## config.mk

```make
export PLATFORM = sky130hd
export DESIGN_NAME = rect_fill_engine_flat
export DESIGN_NICKNAME = d
export VERILOG_FILES = /design/src/rtl/rect_fill_engine_pkg.sv /design/src/rtl/rect_fill_engine_if.sv /design/src/rtl/rect_req_fifo.sv /design/src/rtl/rect_fill_engine.sv /design/src/flat_wrapper.sv
export SDC_FILE = /design/constraint.sdc
export NUM_CORES = 1
export LEC_CHECK = 0
export CAP_MARGIN = 25
export CORE_MARGIN = 1.5
export CORE_UTILIZATION = 64
export CTS_CLUSTER_DIAMETER = 150
export CTS_CLUSTER_SIZE = 20
export DETAILED_ROUTE_END_ITERATION = 16
export PLACE_DENSITY = 0.9
export SYNTH_ARGS = -nofsm -noshare
export SYNTH_HDL_FRONTEND = slang
export SYNTH_SLANG_ARGS = --single-unit
```

## constraint.sdc

```tcl
create_clock -name clock -period 5.8 [get_ports clock]
set_input_delay 1.74 -clock clock [delete_from_list [all_inputs] [get_ports clock]]
set_output_delay 1.74 -clock clock [all_outputs]
set_load 0.01 [all_outputs]
```

## src/rtl/rect_fill_engine_pkg.sv

```systemverilog
// Shared constants, request record and engine state encoding for the rectangle fill engine.
package rect_fill_engine_pkg;

  localparam int SCREEN_W = 160;
  localparam int SCREEN_H = 120;
  localparam int X_W      = 8;
  localparam int Y_W      = 7;
  localparam int COLOUR_W = 3;

  localparam logic [COLOUR_W-1:0] BLACK  = 3'b000;
  localparam logic [COLOUR_W-1:0] BLUE   = 3'b001;
  localparam logic [COLOUR_W-1:0] GREEN  = 3'b010;
  localparam logic [COLOUR_W-1:0] CYAN   = 3'b011;
  localparam logic [COLOUR_W-1:0] RED    = 3'b100;
  localparam logic [COLOUR_W-1:0] YELLOW = 3'b110;
  localparam logic [COLOUR_W-1:0] WHITE  = 3'b111;

  typedef struct packed {
    logic [X_W-1:0]      x;
    logic [Y_W-1:0]      y;
    logic [X_W-1:0]      w;
    logic [Y_W-1:0]      h;
    logic [COLOUR_W-1:0] colour;
  } rect_req_t;

  typedef enum logic {
    ST_IDLE = 1'b0,
    ST_DRAW = 1'b1
  } engine_state_t;

endpackage

```

## src/rtl/rect_fill_engine_if.sv

```systemverilog
// Request handshake and pixel-write bundle between a client and the fill engine.
interface rect_fill_engine_if;
  import rect_fill_engine_pkg::*;

  logic                req_valid;
  logic                req_ready;
  logic [X_W-1:0]      req_x;
  logic [Y_W-1:0]      req_y;
  logic [X_W-1:0]      req_w;
  logic [Y_W-1:0]      req_h;
  logic [COLOUR_W-1:0] req_colour;
  logic [X_W-1:0]      pix_x;
  logic [Y_W-1:0]      pix_y;
  logic [COLOUR_W-1:0] pix_colour;
  logic                pix_plot;
  logic                done;
  logic                busy;

  modport master (
    output req_valid, req_x, req_y, req_w, req_h, req_colour,
    input  req_ready, pix_x, pix_y, pix_colour, pix_plot, done, busy
  );

  modport slave (
    input  req_valid, req_x, req_y, req_w, req_h, req_colour,
    output req_ready, pix_x, pix_y, pix_colour, pix_plot, done, busy
  );

endinterface

```

## src/rtl/rect_req_fifo.sv

```systemverilog
// Rectangle request queue; an extra pointer bit separates full from empty.
module rect_req_fifo
  import rect_fill_engine_pkg::*;
#(
  parameter int DEPTH = 4
) (
  input  logic      clock,
  input  logic      resetn,
  input  logic      i_push,
  input  rect_req_t i_data,
  input  logic      i_pop,
  output rect_req_t o_data,
  output logic      o_full,
  output logic      o_empty
);

  localparam int AW = $clog2(DEPTH);

  logic [AW:0] r_wr_ptr;
  logic [AW:0] r_rd_ptr;
  rect_req_t   r_mem [DEPTH];
  logic        w_do_push;
  logic        w_do_pop;

  assign o_empty   = (r_wr_ptr == r_rd_ptr);
  assign o_full    = (r_wr_ptr[AW] != r_rd_ptr[AW]) && (r_wr_ptr[AW-1:0] == r_rd_ptr[AW-1:0]);
  assign o_data    = r_mem[r_rd_ptr[AW-1:0]];
  assign w_do_push = i_push && !o_full;
  assign w_do_pop  = i_pop && !o_empty;

  // Pointer update.
  always_ff @(posedge clock or negedge resetn) begin
    if (!resetn) begin
      r_wr_ptr <= '0;
      r_rd_ptr <= '0;
    end else begin
      if (w_do_push) r_wr_ptr <= r_wr_ptr + {{AW{1'b0}}, 1'b1};
      else           r_wr_ptr <= r_wr_ptr;
      if (w_do_pop)  r_rd_ptr <= r_rd_ptr + {{AW{1'b0}}, 1'b1};
      else           r_rd_ptr <= r_rd_ptr;
    end
  end

  // Entry storage.
  always_ff @(posedge clock) begin
    if (w_do_push) r_mem[r_wr_ptr[AW-1:0]] <= i_data;
  end

endmodule

```

## src/rtl/rect_fill_engine.sv

```systemverilog
// Queued rectangle filler: walks each rectangle row-major, clips off-screen pixels, pulses done at the end.
module rect_fill_engine #(
  parameter int SCREEN_W   = rect_fill_engine_pkg::SCREEN_W,
  parameter int SCREEN_H   = rect_fill_engine_pkg::SCREEN_H,
  parameter int FIFO_DEPTH = 4
) (
  input  logic              clock,
  input  logic              resetn,
  rect_fill_engine_if.slave bus
);
  import rect_fill_engine_pkg::*;

  localparam logic [8:0] LP_X_LIM = 9'(SCREEN_W);
  localparam logic [7:0] LP_Y_LIM = 8'(SCREEN_H);

  rect_req_t           w_wr_data;
  rect_req_t           w_head;
  logic                w_full;
  logic                w_empty;
  logic                w_push;
  logic                w_pop;
  logic                w_last_col;
  logic                w_last_row;
  logic                w_visible;

  engine_state_t       r_state;
  rect_req_t           r_req;
  logic [X_W-1:0]      r_col;
  logic [Y_W-1:0]      r_row;
  logic                r_null;
  logic                r_s_valid;
  logic                r_s_last;
  logic [8:0]          r_s_x;
  logic [7:0]          r_s_y;
  logic [COLOUR_W-1:0] r_s_colour;
  logic [X_W-1:0]      r_pix_x;
  logic [Y_W-1:0]      r_pix_y;
  logic [COLOUR_W-1:0] r_pix_colour;
  logic                r_pix_plot;
  logic                r_done;

  assign w_wr_data  = {bus.req_x, bus.req_y, bus.req_w, bus.req_h, bus.req_colour};
  assign w_push     = bus.req_valid && !w_full;
  assign w_pop      = (r_state == ST_IDLE) && !w_empty;
  assign w_last_col = (r_col == (r_req.w - 8'd1));
  assign w_last_row = (r_row == (r_req.h - 7'd1));
  assign w_visible  = r_s_valid && (r_s_x < LP_X_LIM) && (r_s_y < LP_Y_LIM);

  assign bus.req_ready  = !w_full;
  assign bus.busy       = !w_empty || (r_state != ST_IDLE);
  assign bus.pix_x      = r_pix_x;
  assign bus.pix_y      = r_pix_y;
  assign bus.pix_colour = r_pix_colour;
  assign bus.pix_plot   = r_pix_plot;
  assign bus.done       = r_done;

  rect_req_fifo #(.DEPTH(FIFO_DEPTH)) u_fifo (
    .clock   (clock),
    .resetn  (resetn),
    .i_push  (w_push),
    .i_data  (w_wr_data),
    .i_pop   (w_pop),
    .o_data  (w_head),
    .o_full  (w_full),
    .o_empty (w_empty)
  );

  // Engine FSM plus one staging register; an empty rectangle rides r_null so its done keeps the normal latency.
  always_ff @(posedge clock or negedge resetn) begin
    if (!resetn) begin
      r_state    <= ST_IDLE;
      r_req      <= '0;
      r_col      <= '0;
      r_row      <= '0;
      r_null     <= 1'b0;
      r_s_valid  <= 1'b0;
      r_s_last   <= 1'b0;
      r_s_x      <= '0;
      r_s_y      <= '0;
      r_s_colour <= '0;
    end else begin
      case (r_state)
        ST_IDLE: begin
          r_s_valid <= 1'b0;
          r_s_last  <= r_null;
          if (!w_empty) begin
            r_req <= w_head;
            r_col <= '0;
            r_row <= '0;
            if ((w_head.w == 8'd0) || (w_head.h == 7'd0)) begin
              r_null  <= 1'b1;
              r_state <= ST_IDLE;
            end else begin
              r_null  <= 1'b0;
              r_state <= ST_DRAW;
            end
          end else begin
            r_null  <= 1'b0;
            r_state <= ST_IDLE;
          end
        end
        ST_DRAW: begin
          r_null     <= 1'b0;
          r_s_valid  <= 1'b1;
          r_s_x      <= {1'b0, r_req.x} + {1'b0, r_col};
          r_s_y      <= {1'b0, r_req.y} + {1'b0, r_row};
          r_s_colour <= r_req.colour;
          r_s_last   <= w_last_col && w_last_row;
          if (w_last_col) begin
            r_col <= '0;
            if (w_last_row) begin
              r_row   <= '0;
              r_state <= ST_IDLE;
            end else begin
              r_row   <= r_row + 7'd1;
              r_state <= ST_DRAW;
            end
          end else begin
            r_col   <= r_col + 8'd1;
            r_state <= ST_DRAW;
          end
        end
        default: begin
          r_state   <= ST_IDLE;
          r_null    <= 1'b0;
          r_s_valid <= 1'b0;
          r_s_last  <= 1'b0;
        end
      endcase
    end
  end

  // Registered pixel port; coordinates and colour hold across clipped or idle cycles.
  always_ff @(posedge clock or negedge resetn) begin
    if (!resetn) begin
      r_pix_x      <= '0;
      r_pix_y      <= '0;
      r_pix_colour <= '0;
      r_pix_plot   <= 1'b0;
      r_done       <= 1'b0;
    end else begin
      r_pix_plot <= w_visible;
      r_done     <= r_s_last;
      if (w_visible) begin
        r_pix_x      <= r_s_x[X_W-1:0];
        r_pix_y      <= r_s_y[Y_W-1:0];
        r_pix_colour <= r_s_colour;
      end else begin
        r_pix_x      <= r_pix_x;
        r_pix_y      <= r_pix_y;
        r_pix_colour <= r_pix_colour;
      end
    end
  end

endmodule
```

## src/flat_wrapper.sv

```systemverilog
// flat-port wrapper written by rule: the top's interface ports become plain ports
module rect_fill_engine_flat import rect_fill_engine_pkg::*;
#(
  parameter int SCREEN_W   = rect_fill_engine_pkg::SCREEN_W,
  parameter int SCREEN_H   = rect_fill_engine_pkg::SCREEN_H,
  parameter int FIFO_DEPTH = 4
)
  (clock, resetn, bus_req_valid, bus_req_x, bus_req_y, bus_req_w, bus_req_h, bus_req_colour, bus_req_ready, bus_pix_x, bus_pix_y, bus_pix_colour, bus_pix_plot, bus_done, bus_busy);
  rect_fill_engine_if bus_i ();
  input  logic clock;
  input  logic resetn;
  input wire logic [$bits(bus_i.req_valid)-1:0] bus_req_valid;
  input wire logic [$bits(bus_i.req_x)-1:0] bus_req_x;
  input wire logic [$bits(bus_i.req_y)-1:0] bus_req_y;
  input wire logic [$bits(bus_i.req_w)-1:0] bus_req_w;
  input wire logic [$bits(bus_i.req_h)-1:0] bus_req_h;
  input wire logic [$bits(bus_i.req_colour)-1:0] bus_req_colour;
  output wire logic [$bits(bus_i.req_ready)-1:0] bus_req_ready;
  output wire logic [$bits(bus_i.pix_x)-1:0] bus_pix_x;
  output wire logic [$bits(bus_i.pix_y)-1:0] bus_pix_y;
  output wire logic [$bits(bus_i.pix_colour)-1:0] bus_pix_colour;
  output wire logic [$bits(bus_i.pix_plot)-1:0] bus_pix_plot;
  output wire logic [$bits(bus_i.done)-1:0] bus_done;
  output wire logic [$bits(bus_i.busy)-1:0] bus_busy;
  assign bus_i.req_valid = bus_req_valid;
  assign bus_i.req_x = bus_req_x;
  assign bus_i.req_y = bus_req_y;
  assign bus_i.req_w = bus_req_w;
  assign bus_i.req_h = bus_req_h;
  assign bus_i.req_colour = bus_req_colour;
  assign bus_req_ready = bus_i.req_ready;
  assign bus_pix_x = bus_i.pix_x;
  assign bus_pix_y = bus_i.pix_y;
  assign bus_pix_colour = bus_i.pix_colour;
  assign bus_pix_plot = bus_i.pix_plot;
  assign bus_done = bus_i.done;
  assign bus_busy = bus_i.busy;
  rect_fill_engine #(.SCREEN_W(SCREEN_W), .SCREEN_H(SCREEN_H), .FIFO_DEPTH(FIFO_DEPTH)) u_core (.clock(clock), .resetn(resetn), .bus(bus_i));
endmodule
```

==> metrics.csv, run 1 <==
metric;value;unit
DRC Markers;0;
syn_nets;699;
Routed Antenna Nets;0;
number of buffers added for setup after CTS;0;
peak supply drop;317;uV
RePlAce Congestion;0.791;
final number of max-transition violations;0;
synth unique cells;53;
slack of the worst reg-to-reg path;3.09;ns
GRT Resource Usage Total;25.6;%
depth of the most critical reg-to-reg path;9;
wire per inst;21.6;um
Detailed Routing Iterations Pass 1;5;
max_cap viols;0;
Fin. Hold Viols;0;
ys async rst share;42.6;%
Critical Path RT;4.06;ns
Total Power;4.18;mW
Clock Path Buffers;3;
Top-Level Pins;58;
hold_buf cts;0;
first-pass GRT wire length;31.1;mm
Fin Setup TNS;0;ns
top-count cell post-synth;edfxtp_1;
Die W;126;um
post-synth top area share;40.8;%
Max transition margin;36.1;%
nets;760;
hold path depth;0;
total wire length;19.2;mm
GRT Residual Overflow;0;
post-route cell area;0.0109;mm^2
CTS Buf Count;15;
Worst Setup SP;u_core.u_fifo.r_wr_ptr[0];
HPWL after DPL;12.2;mm
largest net degree at the start of global routing;54;
hold endpoint;u_core.bus.done;
Setup crit start kind;flop;
CP arrival;2.57;ns
Seq cells post-synth;230;
# rows;44;
Post-synth EDFFs;132;
layout cells sized above 1;15.9;%
Area Overhead vs Synth;12.6;%
Post-CTS Resized;0;
Port Buffers;57;
Yosys warnings;0;
Crit Reg-Reg Endpoint;u_core.r_row[1];
synthesized area per cell;15.3;um^2
min-delay src;u_core.r_s_last;
sinks on the clock net;230;
fin crit period;4.31;ns
core box area;0.0147;mm^2
period utilization;74.2;%
P per Cell Area;382;mW/mm^2
DR vias;5424;
Syn Inst Count;637;
Synth area leaders;edfxtp_1 (41%), dfrtp_1 (25%), mux4_2 (7.6%);
most frequent cells after synthesis;edfxtp_1 (132), dfrtp_1 (98), nand2_1 (69);
setup violation total in the final timing report;0;
vias in the first global route;5678;
Vias/cell;6.09;
Static Leak;4.26;nW
Hold WC Path Type;reg2reg;
clock skew;0.0197;ns
H-Tree Depth;1;
CP Capture Type;primary output;
post-synthesis sequential area ratio;66.0;%
cell area after synthesis;0.00972;mm^2
initial core utilization;66.1;%
RSZ-0062 raised after global routing;false;
die area;0.0159;mm^2
hold_ws;0.373;ns
initial DRC count;555;
worst r2r src;u_core.r_req[10];
Die H;126;um
clk root buf;clkbuf_16;
status;completed;
CTS tree;done;
CTS clock-pin slew for the worst setup and hold paths;0.08;ns
crit-path max FO;8;
slew at the pin closest to its max-slew limit;0.952;ns
Clock Latency Late Sink;0.48;ns
initial antenna violation count;1;
top_reg_cell synth;edfxtp_1;
WS Path Type;reg2out;
fmax;232;MHz
dpl cell area;0.0105;mm^2
Synth area leader;edfxtp_1;
==> layout make-up <==
| type | instances | area [um^2] |
|---|---|---|
| Clock inverter | 2 | 20.0 |
| Inverter | 26 | 97.6 |
| Multi-Input combinational cell | 358 | 3120 |
| Clock buffer | 23 | 405 |
| Fill cell | 838 | 3750 |
| Timing Repair Buffer | 67 | 656 |
| Tap cell | 184 | 230 |
| Antenna cell | 1 | 2.50 |
| Sequential cell | 230 | 6420 |
==> through the flow <==
| stage | instances | util, % | setup slack (ns) |
|---|---|---|---|
| CTS | 889 | 74.3 | 1.50 |
| floorplan | 637 | - | 2.62 |
| global placement | 864 | 71.4 | 2.11 |
| detailed placement | 864 | 71.4 | 2.00 |
| finish | 891 | 74.5 | 1.49 |
| global route | 890 | 74.5 | 1.34 |
==> metal layers <==
layer / global-route usage, % / vias up / wire length (um)
li1: - / 2477 / -
met1: 34.1 / 2751 / 7800
met2: 43.9 / 163 / 9920
met3: 3.82 / 33 / 956
met4: 8.38 / 0 / 529
met5: 0 / - / 0
==> state kept, by name, indices dropped and copies added (netlist names), 3 cells and up <==
register and cells:
u_core.u_fifo.r_mem 132, u_core.r_req 33, u_core.r_s_x 9, u_core.bus.pix_x 8, u_core.r_col 8, u_core.r_s_y 8
u_core.bus.pix_y 7, u_core.r_row 7, u_core.bus.pix_colour 3, u_core.r_s_colour 3, u_core.u_fifo.r_rd_ptr 3, u_core.u_fifo.r_wr_ptr 3
==> cell families after synthesis <==
family / count (synthesis) / synth area share, %
and+or+nand+nor: 141 / 7.17
muxes: 79 / 12.9
buffers and inverters: 49 / 1.98
xor gates and xnor gates: 40 / 3.60
AOI/OAI and AO/OA: 72 / 4.80
DFF: 230 / 66.0
adders and majority gates: 26 / 3.50
==> power by group <==
part,leakage [nW],total [mW],switching (mW),internal (mW)
Clock,0.205,1.01,0.520,0.492
Combinational,1.67,0.928,0.502,0.426
Sequential,2.39,2.24,0.170,2.07
Total,4.26,4.18,1.19,2.99
==> worst max path at each step <==
stage,cells after the start,slack [ns],end
after global placement,5,2.11,bus_busy
after detailed placement,5,2.00,bus_busy
after floorplan,5,2.62,bus_busy
after global routing,5,1.34,bus_busy
final,5,1.49,bus_busy
after CTS,5,1.50,bus_busy
==> critical path, stage by stage, from the launching register on <==
cell and delay, ns:
dfrtp_1 0.44, xor2_1 0.18, or3_1 0.44, nor2_1 0.24
clkinv_1 0.26, clkdlybuf4s50_1 0.54
==> placed cells by master (no fill, tap or decap), types with 4 or more instances in the layout <==
cell type	n
clkbuf_16	15
a21oi_1	14
mux4_2	33
o21bai_1	5
xor2_1	20
dfrtp_1	97
buf_4	10
a31oi_1	6
xnor2_1	20
a21o_1	8
nand4_1	4
o21ai_0	16
inv_1	25
edfxtp_1	132
nand3b_1	6
and3_1	9
clkdlybuf4s50_1	56
nand3_1	8
mux2_2	43
nand2_1	69
nor2_1	14
nand2b_1	7
nor3_1	4
a211oi_1	6
nor4_1	4
clkbuf_1	8
ha_1	24
No activity file was read; power rests on OpenSTA's default activity.
==> inputs of run 2 (changes only) <==
Settings changed: CORE_UTILIZATION 64 to 59, PLACE_DENSITY 0.9 to 0.84.
Clock period 5.8 ns to 4.2 ns, I/O delays scaled along.
==> run 2 against run 1 <==
  * Utilization shrank 5.6 points
  * Worst setup slack worse by 1.1 ns
  * Routed wire length decreased by 8.1%
  * Largest cell class unchanged
==> metrics.csv, run 2 (synthesis gave the netlist of run 1 again) <==
metric;value;unit;change
Top-Level Pins;58;;unchanged
commonest non-fill, non-tap cells in the layout;edfxtp_1 (132), dfrtp_1 (97), nand2_1 (69);;
core box area;0.0160;mm^2;+8.9%
CTS Buf Count;15;;unchanged
P per Cell Area;520;mW/mm^2;+36%
nets;760;;unchanged
clock skew;0.0139;ns;-0.00574 ns
most common cell after layout, fill and taps aside;edfxtp_1;;
vias in the first global route;5546;;-2.3%
Fillers;1097;;+31%
pre-CTS WS;0.931;ns;-1.07 ns
wire per inst;19.2;um;-11%
Fin Setup TNS;0;ns;unchanged
fmax;265;MHz;
final number of max-transition violations;0;;unchanged
highest routed layer;met4;;
H-Tree Depth;1;;unchanged
setup violation total in the final timing report;0;;unchanged
FF+latch area;0.00642;mm^2;unchanged
multi-input logic area;0.00312;mm^2;unchanged
initial core utilization;60.8;%;-5.4 points
number of buffers added for setup after CTS;0;;unchanged
fin crit period;3.77;ns;
max reg flops;132;;unchanged
CP arrival;2.51;ns;-0.06 ns
largest net degree at the start of global routing;59;;+9.3%
Clock Latency Late Sink;0.47;ns;about the same
Vias/cell;5.87;;-3.5%
crit-path max FO;8;;unchanged
Fin. Hold Viols;0;;unchanged
Critical Path RT;2.94;ns;-1.12 ns
DRC Markers;0;;unchanged
Max stage delay on crit path;0.54;ns;about the same
layout cells sized above 1;15.7;%;-0.12 points
total wire length;17.7;mm;-8.1%
GRT Residual Overflow;0;;unchanged
initial antenna violation count;0;;-1
CTS clock-pin slew for the worst setup and hold paths;0.08;ns;about the same
Hold WC Path Type;reg2reg;;
RePlAce Congestion;0.764;;-3.3%
period utilization;89.7;%;
worst path cell trace;xor2_1 > or3_1 > nor2_1 > clkinv_1 > clkdlybuf4s50_1;;
slack of the worst reg-to-reg path;1.52;ns;-1.57 ns
Static Leak;4.27;nW;+0.18%
wl on met1;7.48;mm;-4.2%
hold_buf cts;0;;unchanged
Max transition margin;30.4;%;-5.7 points
Clock Path Buffers;3;;unchanged
Die H;131;um;+4.1%
peak supply drop;499;uV;+57%
Routed Antenna Nets;0;;unchanged
WS Path Type;reg2out;;
Port Buffers;57;;unchanged
initial DRC count;506;;-8.8%
Detailed Routing Iterations Pass 1;5;;unchanged
HPWL after DPL;11.8;mm;-3.9%
final worst slack;0.432;ns;-1.06 ns
DR vias;5410;;-0.26%
met2 wire len;8.91;mm;-10%
CP Capture Type;primary output;;
antenna diode count;0;;-1
die area;0.0173;mm^2;+8.3%
buffers plus inverters on the worst setup path;2;;unchanged
first-pass GRT wire length;29.3;mm;-5.8%
Total Power;5.73;mW;+37%
crit-path leading delay family;buffers and inverters;;
Setup crit start kind;flop;;
Area Overhead vs Synth;13.3;%;
Post-CTS Resized;0;;unchanged
status;completed;;
Die W;131;um;+4.1%
slew at the pin closest to its max-slew limit;1.04;ns;+0.0853 ns
clk root buf;clkbuf_16;;
max_cap viols;0;;unchanged
met3 wire length;955;um;-0.10%
GRT Resource Usage Total;21.3;%;-4.2 points
# rows;46;;+4.5%
RSZ-0062 raised after global routing;false;;
CTS tree;done;;
sinks on the clock net;230;;unchanged
Max stage delay cell, worst path;clkdlybuf4s50_1;;
-- run 2: cell types whose count changed in the layout (fill, tap and decap cells not counted), sizes merged --
| cell | delta |
|---|---|
| diode | -1 |
| inv | -1 |
-- run 2: metrics by stage --
step	hold slack, ns	util, %	std cells	cell area, um^2
2_1_floorplan	0.331	-	637	9720
3_3_place_gp	0.337	66.1	895	10600
3_5_place_dp	0.342	66.1	896	10600
4_1_cts	0.361	68.7	920	11000
5_1_grt	0.362	68.9	921	11000
6_report	0.356	68.9	921	11000
-- run 2: final timing paths --
path,from,end,cells past startpoint
min in group asynchronous,resetn,u_core.r_req[10],1
max reg2reg,u_core.r_req[10],u_core.r_row[1],9
min,u_core.r_s_last,u_core.bus.done,0
min reg2reg,u_core.r_s_last,u_core.bus.done,0
max in group asynchronous,resetn,u_core.r_req[19],2
max,u_core.u_fifo.r_wr_ptr[2],bus_busy,5
-- run 2: layout make-up --
type	instances	area share (%)
clock buffer	23	3.68
clock inverter	1	0.102
timing repair buffer	67	6.33
tap	216	2.45
sequential	230	58.2
inverter	26	0.886
multi-input combinational	358	28.3
-- run 2: power breakdown --
group | internal [mW] | switching [mW]
Sequential | 2.86 | 0.218
Clock | 0.674 | 0.691
Combinational | 0.604 | 0.678
-- run 2: layer usage --
| layer | global-route usage (%) | vias to the layer above |
|---|---|---|
| li1 | - | 2474 |
| met1 | 29.9 | 2732 |
| met2 | 36.7 | 170 |
| met3 | 2.47 | 34 |
| met4 | 4.51 | 0 |
| met5 | 0 | - |
==> inputs of run 3 (changes only) <==
Settings changed: SKIP_CTS_REPAIR_TIMING set to 1.
==> results of run 3 <==
Same layout as run 2: the final DEF is identical, and so are final timing and power.
